<file path="config.mk">
export PLATFORM = sky130hd
export DESIGN_NAME = intr_arb
export DESIGN_NICKNAME = d
export VERILOG_FILES = /design/src/rtl/intr_arb.sv
export SDC_FILE = /design/constraint.sdc
export NUM_CORES = 1
export LEC_CHECK = 0
export ABC_CLOCK_PERIOD_IN_PS = 2150
export CORE_MARGIN = 5
export CORE_UTILIZATION = 50
export CTS_CLUSTER_DIAMETER = 40
export DETAILED_ROUTE_END_ITERATION = 12
export DONT_BUFFER_PORTS = 1
export PLACE_DENSITY = 0.66
export SYNTH_ARGS = -nofsm -noshare
export SYNTH_HDL_FRONTEND = slang
export SYNTH_SLANG_ARGS = --single-unit
</file>
<file path="constraint.sdc">
create_clock -name clk -period 2.15 [get_ports clk]
set_input_delay 0.645 -clock clk [delete_from_list [all_inputs] [get_ports clk]]
set_output_delay 0.645 -clock clk [all_outputs]
set_load 0.02 [all_outputs]
</file>
<file path="src/rtl/intr_arb.sv">
// -----------------------------------------------------------------------------
// intr_arb
//
// Interrupt arbiter between the iopage peripherals and the CPU core. Each
// device raises a level-sensitive request together with a vector and a
// bus-request (BR) level. The arbiter picks the highest-level request that is
// above the current processor priority and presents it to the CPU. When the
// CPU accepts it, the arbiter returns a one-cycle acknowledge to the winning
// device. A dead cycle follows every acknowledge so that a registered device
// has time to drop its request before the next arbitration pass.
//
// Ports
//   clk                in   system clock, rising-edge active
//   reset              in   asynchronous, active-high reset
//   dev_interrupt      in   [NUM_DEV]    level request per device
//   dev_vector         in   [8*NUM_DEV]  vector of device i on [8i+7:8i]
//   dev_ipl            in   [3*NUM_DEV]  BR level of device i on [3i+2:3i]
//   cpu_ipl            in   [3]          current processor priority
//   cpu_int_ack        in   1            CPU accepts the presented interrupt
//   cpu_int_req        out  1            interrupt pending to the CPU
//   cpu_int_vector     out  [8]          vector of the presented interrupt
//   cpu_int_ipl        out  [3]          BR level of the presented interrupt
//   dev_interrupt_ack  out  [NUM_DEV]    one-hot, one-cycle device acknowledge
// -----------------------------------------------------------------------------
module intr_arb #(
    parameter int NUM_DEV = 4
) (
    input  logic                   clk,
    input  logic                   reset,
    input  logic [NUM_DEV-1:0]     dev_interrupt,
    input  logic [8*NUM_DEV-1:0]   dev_vector,
    input  logic [3*NUM_DEV-1:0]   dev_ipl,
    input  logic [2:0]             cpu_ipl,
    input  logic                   cpu_int_ack,
    output logic                   cpu_int_req,
    output logic [7:0]             cpu_int_vector,
    output logic [2:0]             cpu_int_ipl,
    output logic [NUM_DEV-1:0]     dev_interrupt_ack
);

    // Index width; a single-device build still gets a one-bit index.
    localparam int IDX_W = (NUM_DEV > 1) ? $clog2(NUM_DEV) : 1;

    typedef enum logic [1:0] {
        ST_IDLE = 2'd0,
        ST_REQ  = 2'd1,
        ST_ACK  = 2'd2,
        ST_HOLD = 2'd3
    } state_t;

    state_t           state_r;
    logic [IDX_W-1:0] idx_r;

    logic             any_elig_s;
    logic [IDX_W-1:0] win_idx_s;
    logic [7:0]       win_vec_s;
    logic [2:0]       win_ipl_s;
    logic             held_req_s;
    logic             withdraw_s;

    // One-hot decode of a device index.
    function automatic logic [NUM_DEV-1:0] idx_onehot(input logic [IDX_W-1:0] idx);
        logic [NUM_DEV-1:0] oh;
        oh = '0;
        for (int i = 0; i < NUM_DEV; i++) begin
            oh[i] = (idx == IDX_W'(i));
        end
        return oh;
    endfunction

    // Winner selection: highest BR level strictly above cpu_ipl, lowest index on tie.
    // Seeding the running best with cpu_ipl folds the eligibility test into the
    // strict comparison, so level 0 can never win and equal levels keep the
    // earlier (lower) index.
    always_comb begin
        any_elig_s = 1'b0;
        win_idx_s  = '0;
        win_vec_s  = 8'h00;
        win_ipl_s  = cpu_ipl;
        for (int i = 0; i < NUM_DEV; i++) begin
            if (dev_interrupt[i] && (dev_ipl[3*i +: 3] > win_ipl_s)) begin
                any_elig_s = 1'b1;
                win_idx_s  = IDX_W'(i);
                win_vec_s  = dev_vector[8*i +: 8];
                win_ipl_s  = dev_ipl[3*i +: 3];
            end else begin
                // not better than the current best; keep it
            end
        end
    end

    // Current request level of the latched device.
    always_comb begin
        held_req_s = 1'b0;
        for (int i = 0; i < NUM_DEV; i++) begin
            if (idx_r == IDX_W'(i)) begin
                held_req_s = dev_interrupt[i];
            end else begin
                // other devices do not affect the presented request
            end
        end
    end

    // Withdraw when the presented device lets go or the CPU masks its level.
    assign withdraw_s = !held_req_s || (cpu_ipl >= cpu_int_ipl);

    // Arbitration state machine with registered outputs.
    always_ff @(posedge clk or posedge reset) begin
        if (reset) begin
            state_r           <= ST_IDLE;
            idx_r             <= '0;
            cpu_int_req       <= 1'b0;
            cpu_int_vector    <= 8'h00;
            cpu_int_ipl       <= 3'd0;
            dev_interrupt_ack <= '0;
        end else begin
            case (state_r)
                ST_IDLE: begin
                    dev_interrupt_ack <= '0;
                    if (any_elig_s) begin
                        state_r        <= ST_REQ;
                        idx_r          <= win_idx_s;
                        cpu_int_vector <= win_vec_s;
                        cpu_int_ipl    <= win_ipl_s;
                        cpu_int_req    <= 1'b1;
                    end else begin
                        cpu_int_req    <= 1'b0;
                    end
                end

                ST_REQ: begin
                    // An accept in the same cycle as a withdraw condition wins.
                    if (cpu_int_ack) begin
                        state_r           <= ST_ACK;
                        cpu_int_req       <= 1'b0;
                        dev_interrupt_ack <= idx_onehot(idx_r);
                    end else if (withdraw_s) begin
                        state_r           <= ST_IDLE;
                        cpu_int_req       <= 1'b0;
                        dev_interrupt_ack <= '0;
                    end else begin
                        cpu_int_req       <= 1'b1;
                        dev_interrupt_ack <= '0;
                    end
                end

                ST_ACK: begin
                    state_r           <= ST_HOLD;
                    cpu_int_req       <= 1'b0;
                    dev_interrupt_ack <= '0;
                end

                ST_HOLD: begin
                    // Dead cycle: the device drops its request on the ack edge,
                    // so no arbitration happens here.
                    state_r           <= ST_IDLE;
                    cpu_int_req       <= 1'b0;
                    dev_interrupt_ack <= '0;
                end

                default: begin
                    state_r           <= ST_IDLE;
                    cpu_int_req       <= 1'b0;
                    dev_interrupt_ack <= '0;
                end
            endcase
        end
    end

endmodule

</file>
== Word level (Yosys, flattened, before mapping) ==
Index checks and enable logic that the tools add are counted.
W data, S select, Z words.

* Bits in writable memories: 0
* Memories kept: 0
* Flip-flop bits (word level): 20
* Memory bits (read-only): 0
* Output and inout bits: 16
* Logic and storage cells: 60
* Bits of input ports: 54
* Bits in latches: 0

* Eq/ne operators: 8
* Div/mod/pow operators: 0
* Order comparisons: 5
* Shifts and indexed selects: 0
* Add/subtract/negate cells: 0
* Multiplexer cells: 29
* Bitwise gates (word level): 0
* Multipliers: 0
* Reduce and logical (&&, ||, !) cells: 12

{| class="wikitable"
|+ Operators with widths
! kind !! count
|-
| $mux W8 || 4
|-
| $gt A3 B3 Y1 || 4
|-
| $mux W1 || 12
|-
| $mux W3 || 4
|-
| $mux W2 || 5
|-
| $eq A2 B2 Y1 const B || 4
|-
| $pmux W2 S4 || 1
|-
| $pmux W4 S2 || 1
|-
| $eq A2 B1 Y1 const B || 2
|-
| $logic_and A1 B1 Y1 || 4
|-
| $logic_not A2 Y1 || 2
|-
| $mux W4 || 1
|-
| $reduce_and A2 Y1 || 2
|-
| $ge A3 B3 Y1 || 1
|-
| $ne A3 B3 Y1 const B || 1
|-
| $pmux W1 S3 || 1
|-
| $reduce_or A3 Y1 || 1
|-
| $ne A2 B2 Y1 const B || 1
|-
| $reduce_or A2 Y1 || 1
|-
| $logic_not A1 Y1 || 1
|-
| $logic_or A1 B1 Y1 || 1
|}

== Longest topological paths before layout ==
* Word-level depth: 14
* Mapped depth: 33
* Depth with buffers taken out: 28

== Worst setup path after synthesis ==
No wires, ideal clock.

* Path kind: input to register
* Start point: in cpu_ipl[1]
* End point: reg cpu_int_ipl[2]
* Required time: 2.023 ns
* Setup time: 0.127 ns
* Arrival time: 6.829 ns
* Buffers on the path: 4
* Path slack: -4.807 ns
* Cell stages on the path: 32
* Cells stage by stage: inv_1 > ha_1 > nor2b_4 > o31a_4 > and2_4 > clkbuf_1 > o21ai_0 > ha_1 > o21ba_2 > nor2_1 > a211o_1 > o311a_1 > buf_2 > a31oi_1 > or2_2 > ha_1 > nor2b_1 > a2bb2oi_1 > nand3_1 > a211oi_1 > clkbuf_1 > o21ai_0 > o21a_1 > ha_1 > nor2b_1 > o21ai_0 > nand2b_1 > and3_1 > clkbuf_1 > nor3_1 > a21oi_2 > mux2_1

* Longest elaborated chain between the ends: 13
* Elaborated cells between the ends (all ways): 17
* Classes of those cells: order compare: 4; mux: 8; reduce/logical: 5

{| class="wikitable"
|+ RTL lines
! what !! line !! text
|-
| start: declaration || 33 || <nowiki>input logic [2:0] cpu_ipl,</nowiki>
|-
| $gt A3 B3 Y1 || 81 || <nowiki>if (dev_interrupt[i] && (dev_ipl[3*i +: 3] > win_ipl_s)) begin</nowiki>
|-
| $logic_and A1 B1 Y1 || 81 ||
|-
| $mux W3 || 81 ||
|-
| $gt A3 B3 Y1 || 81 ||
|-
| $logic_and A1 B1 Y1 || 81 ||
|-
| $mux W3 || 81 ||
|-
| $gt A3 B3 Y1 || 81 ||
|-
| $logic_and A1 B1 Y1 || 81 ||
|-
| $mux W3 || 81 ||
|-
| $gt A3 B3 Y1 || 81 ||
|-
| $logic_and A1 B1 Y1 || 81 ||
|-
| $mux W1 || 81 ||
|-
| $reduce_and A2 Y1 (no source line) || -- ||
|-
| end signal: assignment || 124 || <nowiki>cpu_int_ipl <= win_ipl_s;</nowiki>
|-
| end: declaration || 37 || <nowiki>output logic [2:0] cpu_int_ipl,</nowiki>
|}

Several ways; a longest one is shown, not always the timed one.
A chain may end at the register's enable or synchronous reset.

== Worst setup path after layout ==
* Start point: in dev_ipl[1]
* End point: reg cpu_int_ipl[0]

* Longest elaborated chain between the ends: 13
* Elaborated cells between the ends (all ways): 17
* Classes of those cells: order compare: 4; mux: 8; reduce/logical: 5

{| class="wikitable"
|+ RTL lines
! what !! line !! text
|-
| start: declaration || 32 || <nowiki>input logic [3*NUM_DEV-1:0] dev_ipl,</nowiki>
|-
| $gt A3 B3 Y1 || 81 ||
|-
| $logic_and A1 B1 Y1 || 81 ||
|-
| $mux W3 || 81 ||
|-
| $gt A3 B3 Y1 || 81 ||
|-
| $logic_and A1 B1 Y1 || 81 ||
|-
| $mux W3 || 81 ||
|-
| $gt A3 B3 Y1 || 81 ||
|-
| $logic_and A1 B1 Y1 || 81 ||
|-
| $mux W3 || 81 ||
|-
| $gt A3 B3 Y1 || 81 ||
|-
| $logic_and A1 B1 Y1 || 81 ||
|-
| $mux W1 || 81 ||
|-
| $reduce_and A2 Y1 (no source line) || -- ||
|}

Several ways; a longest one is shown, not always the timed one.

==> metrics.txt <==
TritonCTS clock tree built; slew at the pin with the worst max-slew slack 0.7316 ns; count of vias placed by the detailed router 1899; run status finished, violations left; share of post-route cells with drive strength above 1 0.4196; slowest stage cell on the critical path sky130_fd_sc_hd__o31a_4; number of enable-type register cells in the synthesized netlist 0; number of optimization iterations in the first detailed-route pass 4; net total in the final layout 322; Setup WS post-layout -3.435 ns; register area share after synthesis 0.2742; CP Launch Point dev_ipl[1]; post-route antenna net violation count 0; Total Routed Length 6088 µm; area of placed instances 2225 µm²; synthesis-to-finish area growth 42.63%; crit path buf inv count 3; clock root cell sky130_fd_sc_hd__clkbuf_8; count of clock tree sinks 20; synthesized netlist net count 277; wire length of the first global-routing pass 9763 µm; share of the cycle needed by the critical path after routing 2.598; overall die width 70.43 µm; Global Route Usage Sum 0.2398; standard-cell rows 22; Layout Cells excl Fill 303; clock-pin slew of the registers on the worst-case setup and hold paths 0.08 ns; worst hold path type input pin to async pin; initial antenna violation count 0; commonest cells after routing, fill and taps aside sky130_fd_sc_hd__buf_4 (50), sky130_fd_sc_hd__nand2_1 (29), sky130_fd_sc_hd__dfrtp_1 (20); Max Slew Vio Count 0; critical path required time 2.35 ns; count of state elements after synthesis 20; setup violators final 15; wire length per cell 20.09 µm; violations in the final reports negative setup slack; dominant register cell in the synthesized netlist sky130_fd_sc_hd__dfrtp_1; Arrival @ worst endpoint 5.78 ns; most frequent standard cell in the layout excluding fill and tap cells sky130_fd_sc_hd__buf_4; Crit Path Class input pin to register; maximum number of pins on one net before global-route repair 21; vias in the first global route 2133; Mapped Avg Cell Area 8.652 µm²; cell leakage power 1.150 nW; Filler cells 275; total half-perimeter wirelength after legalization and detailed placement 4466 µm; setup repair after global routing missed its margin true; Cell variety after synth 54; peak fanout along the critical path 5; remaining routing DRC violations 0; proportion of register bits with asynchronous set or reset after synthesis 1.000; Die Outline Area 4960 µm²; Fin Clk Skew 0.004498 ns; count of final hold-check violations 0; largest vdd supply drop 746.9 µV; total core area 3606 µm²; Post-CTS Hold Buffers 0; Inserted Clock Buffers 3; CP endpoint kind register; initial standard-cell utilization of the core 0.5062; post-synth design cell area 1826 µm²; post-DR vias/cell 6.267; # port buffers 0; Routability Congestion 0.9566; relative slew slack 0.5118; final design instance area without fill 2604 µm²; buffer levels on the longest clock path 2; power density over the cells 968.9 nW/µm²; GRT Residual Overflow 0; I/O pin count 70; post-route minimum period 5.585 ns; worst hold margin 0.3928 ns; total design power 0.002523 W; n_diodes 0; H-tree levels 1; delay of the slowest cell on the worst path 0.28 ns; crit path launch type input pin; placed cell count 284; max-cap check violation count 0; clock latency of the later-clocked register in the worst-skew pair 0.26 ns; Max Freq 0.1791 GHz; number of warnings reported in the yosys synthesis log 0; Post-Syn Instances 211; crit-path leading delay family simple AND/OR/NAND/NOR gates; Chip Height 70.43 µm; detailed router's first-iteration violation count 89
==> flip-flops by register name, indices dropped and copies added, names as in the netlist, named ones only <==
signal and flops:
idx_r 2, cpu_int_req 1, cpu_int_ipl 3, cpu_int_vector 8
state_r 1, dev_interrupt_ack 4
==> synth_stat cells (all sizes together) (2+ instances only) <==
master / n / area, µm²
a211oi: 2 / 15.01
a21o: 2 / 15.01
a21oi: 4 / 27.53
a22o: 2 / 17.52
a31oi: 12 / 87.58
and2: 2 / 15.02
and3: 3 / 18.77
and4: 8 / 75.07
buf: 7 / 41.29
clkbuf: 7 / 27.52
dfrtp: 20 / 500.5
ha: 12 / 150.1
inv: 14 / 52.55
mux2i: 3 / 33.78
nand2: 29 / 108.9
nand2b: 2 / 12.51
nand3: 7 / 35.03
nor2: 8 / 30.03
nor2b: 3 / 26.27
nor3: 3 / 15.01
nor4: 2 / 12.51
nor4b: 3 / 26.28
o21ai: 10 / 50.05
o21bai: 8 / 60.06
o311a: 8 / 80.08
o311ai: 4 / 35.03
o32a: 7 / 70.07
or2: 2 / 12.52
==> repair_timing <==
action | CTS | global route
endpoints found under the setup margin | 15 | 15
setup buffers | 10 | 5
resized for setup | 25 | 13
hold endpoints to repair | 0 | 0
pin swaps | 19 | 25
==> per-layer routing <==
| layer | global-route usage | vias to the layer above | routed length [µm] |
|---|---|---|---|
| li1 | - | 904 | - |
| met1 | 0.2527 | 898 | 2255 |
| met2 | 0.4449 | 80 | 3145 |
| met3 | 0.07770 | 17 | 508 |
| met4 | 0.07447 | 0 | 179 |
| met5 | 0 | - | 0 |
==> per-stage QoR <==
| step | setup slack (ns) | setup TNS (ns) | utilization |
|---|---|---|---|
| 5_1_grt | -3.591 | -53.43 | 0.7221 |
| 3_5_place_dp | -3.868 | -57.11 | 0.6169 |
| 2_1_floorplan | -4.074 | -59.39 | - |
| 3_3_place_gp | -3.605 | -53.48 | 0.6169 |
| 4_1_cts | -3.243 | -48.35 | 0.6891 |
| 6_report | -3.435 | -51.16 | 0.7221 |
==> logic make-up (layout without fill, tap and decap cells) <==
group / after synthesis / after routing / synth area share
AND/OR/NAND/NOR: 76 / 76 / 0.2330
AO/OA/AOI/OAI: 70 / 70 / 0.3071
buffers and inverters: 28 / 72 / 0.06648
flip-flops: 20 / 20 / 0.2742
adder cells (fa/ha/maj): 12 / 12 / 0.08225
multiplexers: 5 / 5 / 0.03701
==> final timing paths <==
kind                            slack, ns                    to  depth (start not counted)
worst max-delay path                -3.43        cpu_int_ipl[0]                         29
worst min-delay path                 0.39  dev_interrupt_ack[3]                          1
worst max register to register       0.57        cpu_int_ipl[2]                          5
worst min register to register       0.54            state_r[0]                          1
max in group asynchronous            1.30     cpu_int_vector[7]                          1
min in group clk                     0.54            state_r[0]                          1
==> cell type report <==
| class | instances | area (µm²) | share of cell area |
|---|---|---|---|
| multi-input combinational | 163 | 1491 | 0.5728 |
| sequential | 20 | 500.5 | 0.1922 |
| timing repair buffer | 54 | 420.4 | 0.1615 |
| inverter | 14 | 60.06 | 0.02307 |
| tap | 48 | 60.06 | 0.02307 |
| clock buffer | 3 | 41.29 | 0.01586 |
| clock inverter | 1 | 30.03 | 0.01153 |
==> power breakdown <==
| group | total, W | internal [W] | switching (W) | leakage [nW] |
|---|---|---|---|---|
| clock | 0.000374 | 0.000248 | 0.000126 | 0.0357 |
| sequential | 0.000850 | 0.000537 | 0.000313 | 0.245 |
| combinational | 0.00130 | 0.000697 | 0.000602 | 0.869 |
| total | 0.00252 | 0.00148 | 0.00104 | 1.15 |
No activity file was read; power rests on OpenSTA's default activity.
